[src/rtl/multi_cycle_add_sub_module_pkg.sv]
// rtl/multi_cycle_add_sub_module_pkg.sv - shared state encoding and sizing helpers
package multi_cycle_add_sub_module_pkg;

    localparam logic [0:0] ST_IDLE = 1'b0;
    localparam logic [0:0] ST_RUN  = 1'b1;

    function automatic int calc_nchunk(input int width, input int chunk);
        return width / chunk;
    endfunction

    // A single-chunk configuration still needs a 1-bit counter to keep the RTL uniform.
    function automatic int calc_cnt_w(input int nchunk);
        return (nchunk > 1) ? $clog2(nchunk) : 1;
    endfunction

endpackage

[src/rtl/chunk_ripple_adder_module.sv]
// rtl/chunk_ripple_adder_module.sv - combinational CHUNK-bit ripple-carry slice
module chunk_ripple_adder_module #(
    parameter int CHUNK = 8
) (
    input  logic [CHUNK-1:0] a,
    input  logic [CHUNK-1:0] b,
    input  logic             cin,
    output logic [CHUNK-1:0] sum,
    output logic             cout,
    output logic             c_msb
);

    logic [CHUNK:0] c;

    assign c[0] = cin;

    for (genvar i = 0; i < CHUNK; i++) begin : g_bit
        one_bit_full_adder_gatelevel_module u_fa (
            .a    (a[i]),
            .b    (b[i]),
            .cin  (c[i]),
            .sum  (sum[i]),
            .cout (c[i+1])
        );
    end

    assign cout  = c[CHUNK];
    // Carry into the top bit is exposed so the top level can form signed overflow.
    assign c_msb = c[CHUNK-1];

endmodule

[src/rtl/one_bit_full_adder_gatelevel_module.sv]
// rtl/one_bit_full_adder_gatelevel_module.sv - gate-level one-bit full adder
module one_bit_full_adder_gatelevel_module (
    input  logic a,
    input  logic b,
    input  logic cin,
    output logic sum,
    output logic cout
);

    logic p;
    logic g;
    logic t;

    xor g_x1 (p, a, b);
    xor g_x2 (sum, p, cin);
    and g_a1 (g, a, b);
    and g_a2 (t, p, cin);
    or  g_o1 (cout, g, t);

endmodule

[src/rtl/multi_cycle_add_sub_module.sv]
// rtl/multi_cycle_add_sub_module.sv - chunk-serial adder/subtractor with valid/ready/done handshake
module multi_cycle_add_sub_module
    import multi_cycle_add_sub_module_pkg::*;
#(
    parameter int WIDTH = 32,
    parameter int CHUNK = 8
) (
    input  logic             clk,
    input  logic             rst_n,
    input  logic             in_valid,
    output logic             in_ready,
    input  logic [WIDTH-1:0] a,
    input  logic [WIDTH-1:0] b,
    input  logic             cin,
    input  logic             sub,
    output logic [WIDTH-1:0] sum,
    output logic             cout,
    output logic             overflow,
    output logic             done
);

    localparam int            NCHUNK = calc_nchunk(WIDTH, CHUNK);
    localparam int            CW     = calc_cnt_w(NCHUNK);
    localparam logic [CW-1:0] LAST   = CW'(NCHUNK - 1);

    if (WIDTH % CHUNK != 0) begin : g_width_check
        $error("WIDTH must be a multiple of CHUNK");
    end

    logic [0:0]       state;
    logic [CW-1:0]    k;
    logic [WIDTH-1:0] a_reg;
    logic [WIDTH-1:0] b_reg;
    logic             carry;
    logic [WIDTH-1:0] acc;
    logic [WIDTH-1:0] acc_upd;
    logic [CHUNK-1:0] a_chunk;
    logic [CHUNK-1:0] b_chunk;
    logic [CHUNK-1:0] chunk_sum;
    logic             chunk_cout;
    logic             chunk_c_msb;
    int               base;

    assign in_ready = (state == ST_IDLE);

    always_comb begin
        base    = int'(k) * CHUNK;
        a_chunk = a_reg[base +: CHUNK];
        b_chunk = b_reg[base +: CHUNK];
        acc_upd = acc;
        acc_upd[base +: CHUNK] = chunk_sum;
    end

    chunk_ripple_adder_module #(
        .CHUNK (CHUNK)
    ) u_slice (
        .a     (a_chunk),
        .b     (b_chunk),
        .cin   (carry),
        .sum   (chunk_sum),
        .cout  (chunk_cout),
        .c_msb (chunk_c_msb)
    );

    // Partial results build up in acc so sum only changes on the final-chunk edge.
    always_ff @(posedge clk) begin
        if (!rst_n) begin
            state    <= ST_IDLE;
            k        <= '0;
            a_reg    <= '0;
            b_reg    <= '0;
            carry    <= 1'b0;
            acc      <= '0;
            sum      <= '0;
            cout     <= 1'b0;
            overflow <= 1'b0;
            done     <= 1'b0;
        end else begin
            done <= 1'b0;
            if (state == ST_IDLE) begin
                if (in_valid) begin
                    a_reg <= a;
                    b_reg <= b ^ {WIDTH{sub}};
                    carry <= cin ^ sub;
                    k     <= '0;
                    state <= ST_RUN;
                end
            end else begin
                acc   <= acc_upd;
                carry <= chunk_cout;
                k     <= k + 1'b1;
                if (k == LAST) begin
                    sum      <= acc_upd;
                    cout     <= chunk_cout;
                    overflow <= chunk_c_msb ^ chunk_cout;
                    done     <= 1'b1;
                    state    <= ST_IDLE;
                end
            end
        end
    end

endmodule

[config.mk]
export PLATFORM = sky130hd
export DESIGN_NAME = multi_cycle_add_sub_module
export DESIGN_NICKNAME = d
export VERILOG_FILES = /design/src/rtl/multi_cycle_add_sub_module_pkg.sv /design/src/rtl/chunk_ripple_adder_module.sv /design/src/rtl/one_bit_full_adder_gatelevel_module.sv /design/src/rtl/multi_cycle_add_sub_module.sv
export SDC_FILE = /design/constraint.sdc
export NUM_CORES = 1
export LEC_CHECK = 0
export BUFFER_PORTS_ARGS = -buffer_cell sky130_fd_sc_hd__buf_4
export CAP_MARGIN = 10
export CORE_MARGIN = 4
export CORE_UTILIZATION = 55
export CTS_BUF_LIST = sky130_fd_sc_hd__clkbuf_16
export DETAILED_ROUTE_END_ITERATION = 8
export GPL_ROUTABILITY_DRIVEN = 0
export PLACE_DENSITY = 0.78
export SLEW_MARGIN = 20
export SYNTH_ARGS = -nofsm -noshare
export SYNTH_HDL_FRONTEND = slang
export SYNTH_SLANG_ARGS = --single-unit
[constraint.sdc]
create_clock -name clk -period 5.39 [get_ports clk]
set_clock_uncertainty 0.2 [all_clocks]
set_input_delay 1.617 -clock clk [delete_from_list [all_inputs] [get_ports clk]]
set_output_delay 1.617 -clock clk [all_outputs]
set_load 0.05 [all_outputs]
== After elaboration in Yosys (flattened, before gate mapping) ==
Index checks and enable logic that the tools add are counted.
Storage, ports and cells
  register bits after elaboration: 135
  bits of input ports: 69
  output and inout port bits: 36
  logic and storage cells: 74
Operators by class
  add/sub/neg operators: 2
  equal/unequal tests: 1
  shifts and indexed selects: 4
  multiplexer cells: 9
  bitwise logic cells: 44
  reductions and logical operators: 4
Operators by type and width (count)
  $shiftx 32x6->8: 2
  $neg 5->33: 1
  $shift 8x33->32 const A: 1
  $shiftx 8x33->32: 1
  $bwmux 32: 1
  $xor 32x32->32: 1
  $xor 1x1->1: 18
  $and 1x1->1: 16
  $or 1x1->1: 8
  $mux 1: 6
  $reduce_and 2->1: 3
  $mux 2: 2
  $add 2x1->2 const B: 1
  $eq 2x2->1 const B: 1
  $reduce_bool 2->1: 1
  $not 1->1: 1

== Depth between registers and ports, before layout ==
Gate-level depths: netlist (run 1).
  depth after elaboration: 19
  depth in mapped cells: 16
  depth with buffers taken out: 14

== Cells and area by module ==
From an unflattened synthesis (run 1), not the netlist that was laid out.
Second synthesis, totals
  cells, all modules: 613
  area total of the unflattened synthesis: 5690.5 µm²
By module, submodules not included
  multi_cycle_add_sub_module: times used 1, cells each 605, area each 5530.3 µm², sequential area each 2542.4 µm²
  one_bit_full_adder_gatelevel_module: times used 8, cells each 1, area each 20.0 µm², sequential area each 0.0 µm²

== Worst setup path before layout (run 1) ==
OpenSTA, ideal clock, no wires.
  path type: register -> register
  start: register k[0]
  end: register sum[15]
  setup time: 0.123 ns
  data arrival time: 4.458 ns
  required time: 5.067 ns
  path slack: 0.609 ns
  stages on the path, launching flop included: 17
  path buffers: 3
  period minus slack after synthesis: 4.781 ns
  cell sequence: dfxtp_1 > buf_6 > buf_6 > mux4_2 > fa_1 > inv_1 > fa_1 > fa_1 > fa_1 > fa_1 > fa_1 > fa_1 > inv_1 > fa_1 > clkbuf_1 > a221oi_1 > nor2_1
Between the ends
  cells in the longest elaborated chain, start to end: 19
  elaborated cells between the ends (all ways): 45
  those cells by class: 1 x add/sub; 1 x eq/ne; 4 x shift; 1 x mux; 37 x bitwise; 1 x reduce/logical
RTL lines
  start: declaration: RTL line multi_cycle_add_sub_module.sv:31  | logic [CW-1:0] k;
  start signal: assignment: RTL line multi_cycle_add_sub_module.sv:91  | k <= k + 1'b1;
  $shiftx 32x6->8 (on tied branches): RTL line multi_cycle_add_sub_module.sv:48, multi_cycle_add_sub_module.sv:49
  $xor 1x1->1: RTL line one_bit_full_adder_gatelevel_module.sv:14  | xor g_x1 (p, a, b);
  $and 1x1->1: RTL line one_bit_full_adder_gatelevel_module.sv:17  | and g_a2 (t, p, cin);
  $or 1x1->1: RTL line one_bit_full_adder_gatelevel_module.sv:18  | or g_o1 (cout, g, t);
  $and 1x1->1: RTL line one_bit_full_adder_gatelevel_module.sv:17
  $or 1x1->1: RTL line one_bit_full_adder_gatelevel_module.sv:18
  $and 1x1->1: RTL line one_bit_full_adder_gatelevel_module.sv:17
  $or 1x1->1: RTL line one_bit_full_adder_gatelevel_module.sv:18
  (+3 left out)
  $or 1x1->1: RTL line one_bit_full_adder_gatelevel_module.sv:18
  $and 1x1->1: RTL line one_bit_full_adder_gatelevel_module.sv:17
  $or 1x1->1: RTL line one_bit_full_adder_gatelevel_module.sv:18
  $and 1x1->1: RTL line one_bit_full_adder_gatelevel_module.sv:17
  $or 1x1->1: RTL line one_bit_full_adder_gatelevel_module.sv:18
  $xor 1x1->1: RTL line one_bit_full_adder_gatelevel_module.sv:15  | xor g_x2 (sum, p, cin);
  $shiftx 8x33->32: RTL line multi_cycle_add_sub_module.sv:51  | acc_upd[base +: CHUNK] = chunk_sum;
  $bwmux 32: RTL line multi_cycle_add_sub_module.sv:51
  end signal: assignment: RTL line multi_cycle_add_sub_module.sv:93  | sum <= acc_upd;
  end: declaration: RTL line multi_cycle_add_sub_module.sv:16  | output logic [WIDTH-1:0] sum,
Parallel ways exist; a longest one is shown, timed or not.
A chain may end at the register's enable or synchronous reset.

== Final worst setup path (run 1) ==
  start: register k[1]
  end: register sum[7]
Same word-level chain as after synthesis.

==> impl_metrics.json, run 1 <==
{
  "status": "finished, final reports clean",
  "antennaDiodeCount": 0,
  "grt_pass1_wl_um": 23900,
  "grt_util_met2": 0.364,
  "drive_above_1_share": 0.217,
  "drc": 0,
  "yosysTopAreaCell": "dfxtp_1",
  "cts_tree": "done",
  "via_per_inst": 5.62,
  "power.density_nw_per_um2": 324,
  "via_count": 4954,
  "ys_seq_elements": 135,
  "port_buffers": 104,
  "die_x_um": 114,
  "postCtsHoldBufs": 0,
  "grt_pass1_vias": 4787,
  "fmax_mhz": 205,
  "synth_ff_type": "dfxtp_1",
  "seqPwrFrac": 0.439,
  "synth_top_area_frac": 0.433,
  "drv_slew": 0,
  "end_kind": "flip-flop",
  "top_usage_layer": "met2",
  "gr-total-overflow": 0,
  "path_clk_slew_ns": 0.06,
  "drt_iter0_drc": 374,
  "finalHoldViolations": 0,
  "crit_path_start_kind": "flip-flop",
  "hold_path.class": "reg -> reg",
  "routed_wl_um": 14800,
  "antenna_found_initial": 0,
  "synthArstFlopShare": 0,
  "cap_violations": 0,
  "drtAntennaViolNets": 0,
  "final_common_cell": "dfxtp_1",
  "setup_violations": 0,
  "worstPathRequired_ns": 5.48,
  "comb_power_share": 0.125,
  "initial_utilization": 0.568,
  "pwr-share-clk": 0.436,
  "final_cell_mix": "dfxtp_1, buf_4, nand2_1",
  "post-route-min-period_ns": 4.89,
  "intPower_mw": 1.81,
  "grt_max_degree": 136,
  "dieArea_um2": 13100,
  "path_max_fanout": 9,
  "tightest_slew_ns": 1.02,
  "htreeDepth": 4,
  "synthTopCellsByArea": "dfxtp_1, nand2_1, mux4_2",
  "p_sw_mw": 0.625,
  "leakage_nw": 3.18,
  "boundaryPins": 105,
  "path_class": "reg -> reg",
  "wl_per_cell_um": 16.8,
  "netlist_instances": 655,
  "global_route.usage.met3": 0.0507,
  "rsz0062_at_grt": "no",
  "synth_edf_count": 0,
  "p_sw_frac": 0.257,
  "post_cts_buffers": 0,
  "dpl-instance-area_um2": 6970,
  "synth.distinct_cells": 32,
  "utilization": 0.684,
  "row_count": 38,
  "setup_tns_ns": 0,
  "cts_root_buf": "clkbuf_16",
  "areaGrowthSynthToFinish_pct": 20.5,
  "cts_buffer_depth": 2,
  "hpwl_um": 9850,
  "netlist_area_um2": 6240,
  "syn_nets": 738,
  "numCtsBuffers": 17,
  "dr.pass1.iters": 5,
  "fp.dieH_um": 114,
  "fin_area_um2": 7510,
  "peakVddDrop_mv": 0.181,
  "slew_headroom": 0.321,
  "synth.yosys.seq_area_share": 0.433,
  "grtUsageMet1": 0.312,
  "clkSinkCount": 135,
  "globalRouteTotalUtil": 0.230,
  "worst_ep_arrival_time_ns": 4.98,
  "nFillCells": 884,
  "cts_resized": 0,
  "period_share": 0.907,
  "yosysWarnings": 0,
  "nets": 813,
  "syn_area_per_cell_um2": 9.52,
  "insertion_delay_ns": 0.41,
  "core-area_um2": 11000
}
## logic make-up (layout without fill, tap and decap cells)
family / after synthesis / after routing / share of synthesized area
xor gates and xnor gates: 34 / 34 / 0.0478
and+or+nand+nor: 190 / 190 / 0.149
AOI/OAI and AO/OA: 191 / 191 / 0.215
DFF: 135 / 135 / 0.433
muxes: 16 / 16 / 0.0584
adders and majority gates: 14 / 14 / 0.0377
buffers and inverters: 75 / 161 / 0.0592
## path summary, 6_finish.rpt
path	start	endpoint	slack, ns	cells past startpoint
max	k[1]	sum[7]	0.50	13
min	a_reg[2]	a_reg[2]	0.26	2
max reg2reg	k[1]	sum[7]	0.50	13
min reg2reg	a_reg[2]	a_reg[2]	0.26	2
## synth_stat cells, types with 15 or more instances
master    count
o211a_1      32
clkbuf_1     18
a21boi_0     32
inv_1        21
nand2b_1     25
mux4_2       15
o21ai_0      30
nand2_1     106
a21oi_1      50
dfxtp_1     135
buf_2        25
xnor2_1      34
nor2b_1      41
a22oi_1      24
## per-layer routing
metal  vias up  wire (um)
li1       2403          -
met2       192       7070
met3        26       1080
met4         0        287
met1      2333       6330
met5         -          0
## cell type report
cell class / count / area, um2 / area share
multi-input cells: 445 / 3180 / 0.423
flip-flops and latches: 135 / 2700 / 0.360
repair buffers: 110 / 842 / 0.112
clock buffers: 17 / 425 / 0.0566
well taps: 140 / 175 / 0.0233
clock inverters: 13 / 110 / 0.0147
inverters: 21 / 78.8 / 0.0105
## power groups by stage
stage	Sequential (mW)	Clock (mW)	Combinational (mW)
3_5_place_dp	1.09	0	0.302
3_3_place_gp	1.09	0	0.296
2_1_floorplan	1.08	0	0.209
4_1_cts	1.07	1.07	0.305
6_report	1.07	1.06	0.304
5_1_grt	1.07	1.11	0.332
## per-stage QoR
| stage | worst slack [ns] | hold slack (ns) | power [mW] | instances |
|---|---|---|---|---|
| final | 0.500 | 0.263 | 2.43 | 881 |
| after global routing | 0.311 | 0.280 | 2.51 | 881 |
| after CTS | 0.499 | 0.265 | 2.44 | 881 |
| after detailed placement | 0.589 | 0.257 | 1.39 | 851 |
| after global placement | 0.722 | 0.251 | 1.38 | 851 |
| after floorplan | 0.609 | 0.231 | 1.29 | 655 |
## critical path: stages (launching register included)
cell and delay (ns):
dfxtp_1 0.52, buf_4 0.23, mux4_2 0.19, inv_1 0.06, fa_1 0.45, fa_1 0.40
fa_1 0.39, fa_1 0.39, fa_1 0.40, fa_1 0.43, inv_1 0.10, fa_1 0.55
a221oi_1 0.36, nor2_1 0.10
Power figures use the tool's default switching activity.
==> run 2, diff against run 1 <==
--- a/config.mk
+++ b/config.mk
@@ -13,6 +13,7 @@
 export DETAILED_ROUTE_END_ITERATION = 8
 export GPL_ROUTABILITY_DRIVEN = 0
 export PLACE_DENSITY = 0.78
+export RECOVER_POWER = 100
 export SLEW_MARGIN = 20
 export SYNTH_ARGS = -nofsm -noshare
 export SYNTH_HDL_FRONTEND = slang
==> impl_metrics.json, run 2 (synthesized netlist as in run 1, its figures left out) <==
{
  "via_per_inst": 5.61,
  "rsz0062_at_grt": "no",
  "r2r_cells": 13,
  "drv_slew": 136,
  "grt_pass1_vias": 4787,
  "period_share": 0.907,
  "path_class": "reg -> reg",
  "cts_root_buf": "clkbuf_16",
  "dr.pass1.iters": 5,
  "grt_pass1_wl_um": 23900,
  "post_cts_buffers": 0,
  "core-area_um2": 11000,
  "worstHoldStart": "a_reg[2]",
  "cts_tree": "done",
  "cap_violations": 1,
  "rrSetupSlack_ns": 0.50,
  "routed_wl_um": 14900,
  "peakVddDrop_mv": 0.180,
  "crit_path_start_kind": "flip-flop",
  "slew_headroom": -0.444,
  "antenna_found_initial": 0,
  "boundaryPins": 105,
  "finalHoldViolations": 0,
  "clkSinkCount": 135,
  "postCtsHoldBufs": 0,
  "crit_family": "adder cells",
  "initial_utilization": 0.568,
  "via_count": 4945,
  "numCtsBuffers": 17,
  "worst_ep_arrival_time_ns": 4.98,
  "globalRouteTotalUtil": 0.230,
  "fin_area_um2": 7360,
  "fp.dieH_um": 114,
  "cp-startpoint": "k[1]",
  "drive_above_1_share": 0.167,
  "areaGrowthSynthToFinish_pct": 18.1,
  "path_max_fanout": 9,
  "cts_buffer_depth": 2,
  "status": "finished with violations",
  "end_kind": "flip-flop",
  "dieArea_um2": 13100,
  "cpPeakStageDelay_ns": 0.55,
  "antennaDiodeCount": 0,
  "critPathBufInv": 3,
  "gr-total-overflow": 0,
  "nets": 813,
  "grt_max_degree": 136,
  "power.density_nw_per_um2": 330,
  "final_cell_mix": "dfxtp_1, nand2_1, buf_4",
  "wl_per_cell_um": 16.9,
  "tightest_slew_ns": 2.17,
  "post-route-min-period_ns": 4.89,
  "slowest_stage": "fa_1",
  "die_x_um": 114,
  "holdPathEnd": "a_reg[2]",
  "setup_tns_ns": 0,
  "path_clk_slew_ns": 0.06,
  "fmax_mhz": 204,
  "row_count": 38,
  "hpwl_um": 9850,
  "hold_path.class": "reg -> reg",
  "port_buffers": 104,
  "drc": 0,
  "drtAntennaViolNets": 0,
  "htreeDepth": 4,
  "final_common_cell": "dfxtp_1",
  "r2r_end": "sum[7]",
  "cp_common_cell": "fa_1",
  "setup_violations": 0,
  "cp_cell_sequence": "buf_4 -> mux4_2 -> inv_1 -> fa_1 -> fa_1 -> fa_1 -> fa_1 -> fa_1 -> fa_1 -> inv_1 -> fa_1 -> a221oi_1 -> nor2_1",
  "drt_iter0_drc": 404,
  "dpl-instance-area_um2": 6970,
  "hold_depth": 2,
  "worstPathRequired_ns": 5.48,
  "leakage_nw": 3.02,
  "cts_resized": 0,
  "insertion_delay_ns": 0.41,
  "r2r-start": "k[1]",
  "violations": "max-capacitance violations, max-slew violations"
}
[run 2: power breakdown]
group	total, mW	internal (mW)	leakage, nW	switching, mW
sequential	1.07	1.04	1.10	0.0300
clock	1.06	0.624	0.246	0.436
combinational	0.305	0.146	1.67	0.159
total	2.43	1.81	3.02	0.625
[run 2: tightest hold or removal path, stage by stage, from the launching register on]
cell and delay, ns:
dfxtp_1 0.30, nand2_1 0.05, a21boi_0 0.06
[run 2: how the worst max path moves through the flow]
| stage | endpoint | cells after the start | slack (ns) |
|---|---|---|---|
| final | sum[7] | 13 | 0.50 |
| after global routing | sum[7] | 13 | 0.32 |
| after CTS | sum[7] | 13 | 0.50 |
| after detailed placement | sum[7] | 13 | 0.59 |
| after global placement | sum[31] | 13 | 0.72 |
| after floorplan | sum[15] | 16 | 0.61 |
[run 2: layout make-up]
cell class | instances | area (um2)
flip-flops and latches | 135 | 2700
inverters | 21 | 78.8
well taps | 140 | 175
repair buffers | 110 | 701
multi-input cells | 445 | 3170
clock buffers | 17 | 425
clock inverters | 13 | 110
fillers | 926 | 3620
[run 2: per-layer routing]
metal | GRT usage | wire, um | vias up
met1 | 0.312 | 6580 | 2346
met3 | 0.0507 | 929 | 24
li1 | - | - | 2407
met2 | 0.364 | 7110 | 168
met5 | 0 | 0 | -
met4 | 0.0808 | 251 | 0
[run 2: per-stage QoR]
| stage | std cells | power (mW) | worst slack (ns) | utilization | hold WS, ns |
|---|---|---|---|---|---|
| 3_3_place_gp | 851 | 1.38 | 0.722 | 0.634 | 0.251 |
| 4_1_cts | 881 | 2.44 | 0.499 | 0.683 | 0.265 |
| 5_1_grt | 881 | 2.51 | 0.323 | 0.671 | 0.283 |
| 6_report | 881 | 2.43 | 0.500 | 0.671 | 0.266 |
| 2_1_floorplan | 655 | 1.29 | 0.609 | - | 0.231 |
| 3_5_place_dp | 851 | 1.39 | 0.589 | 0.634 | 0.257 |
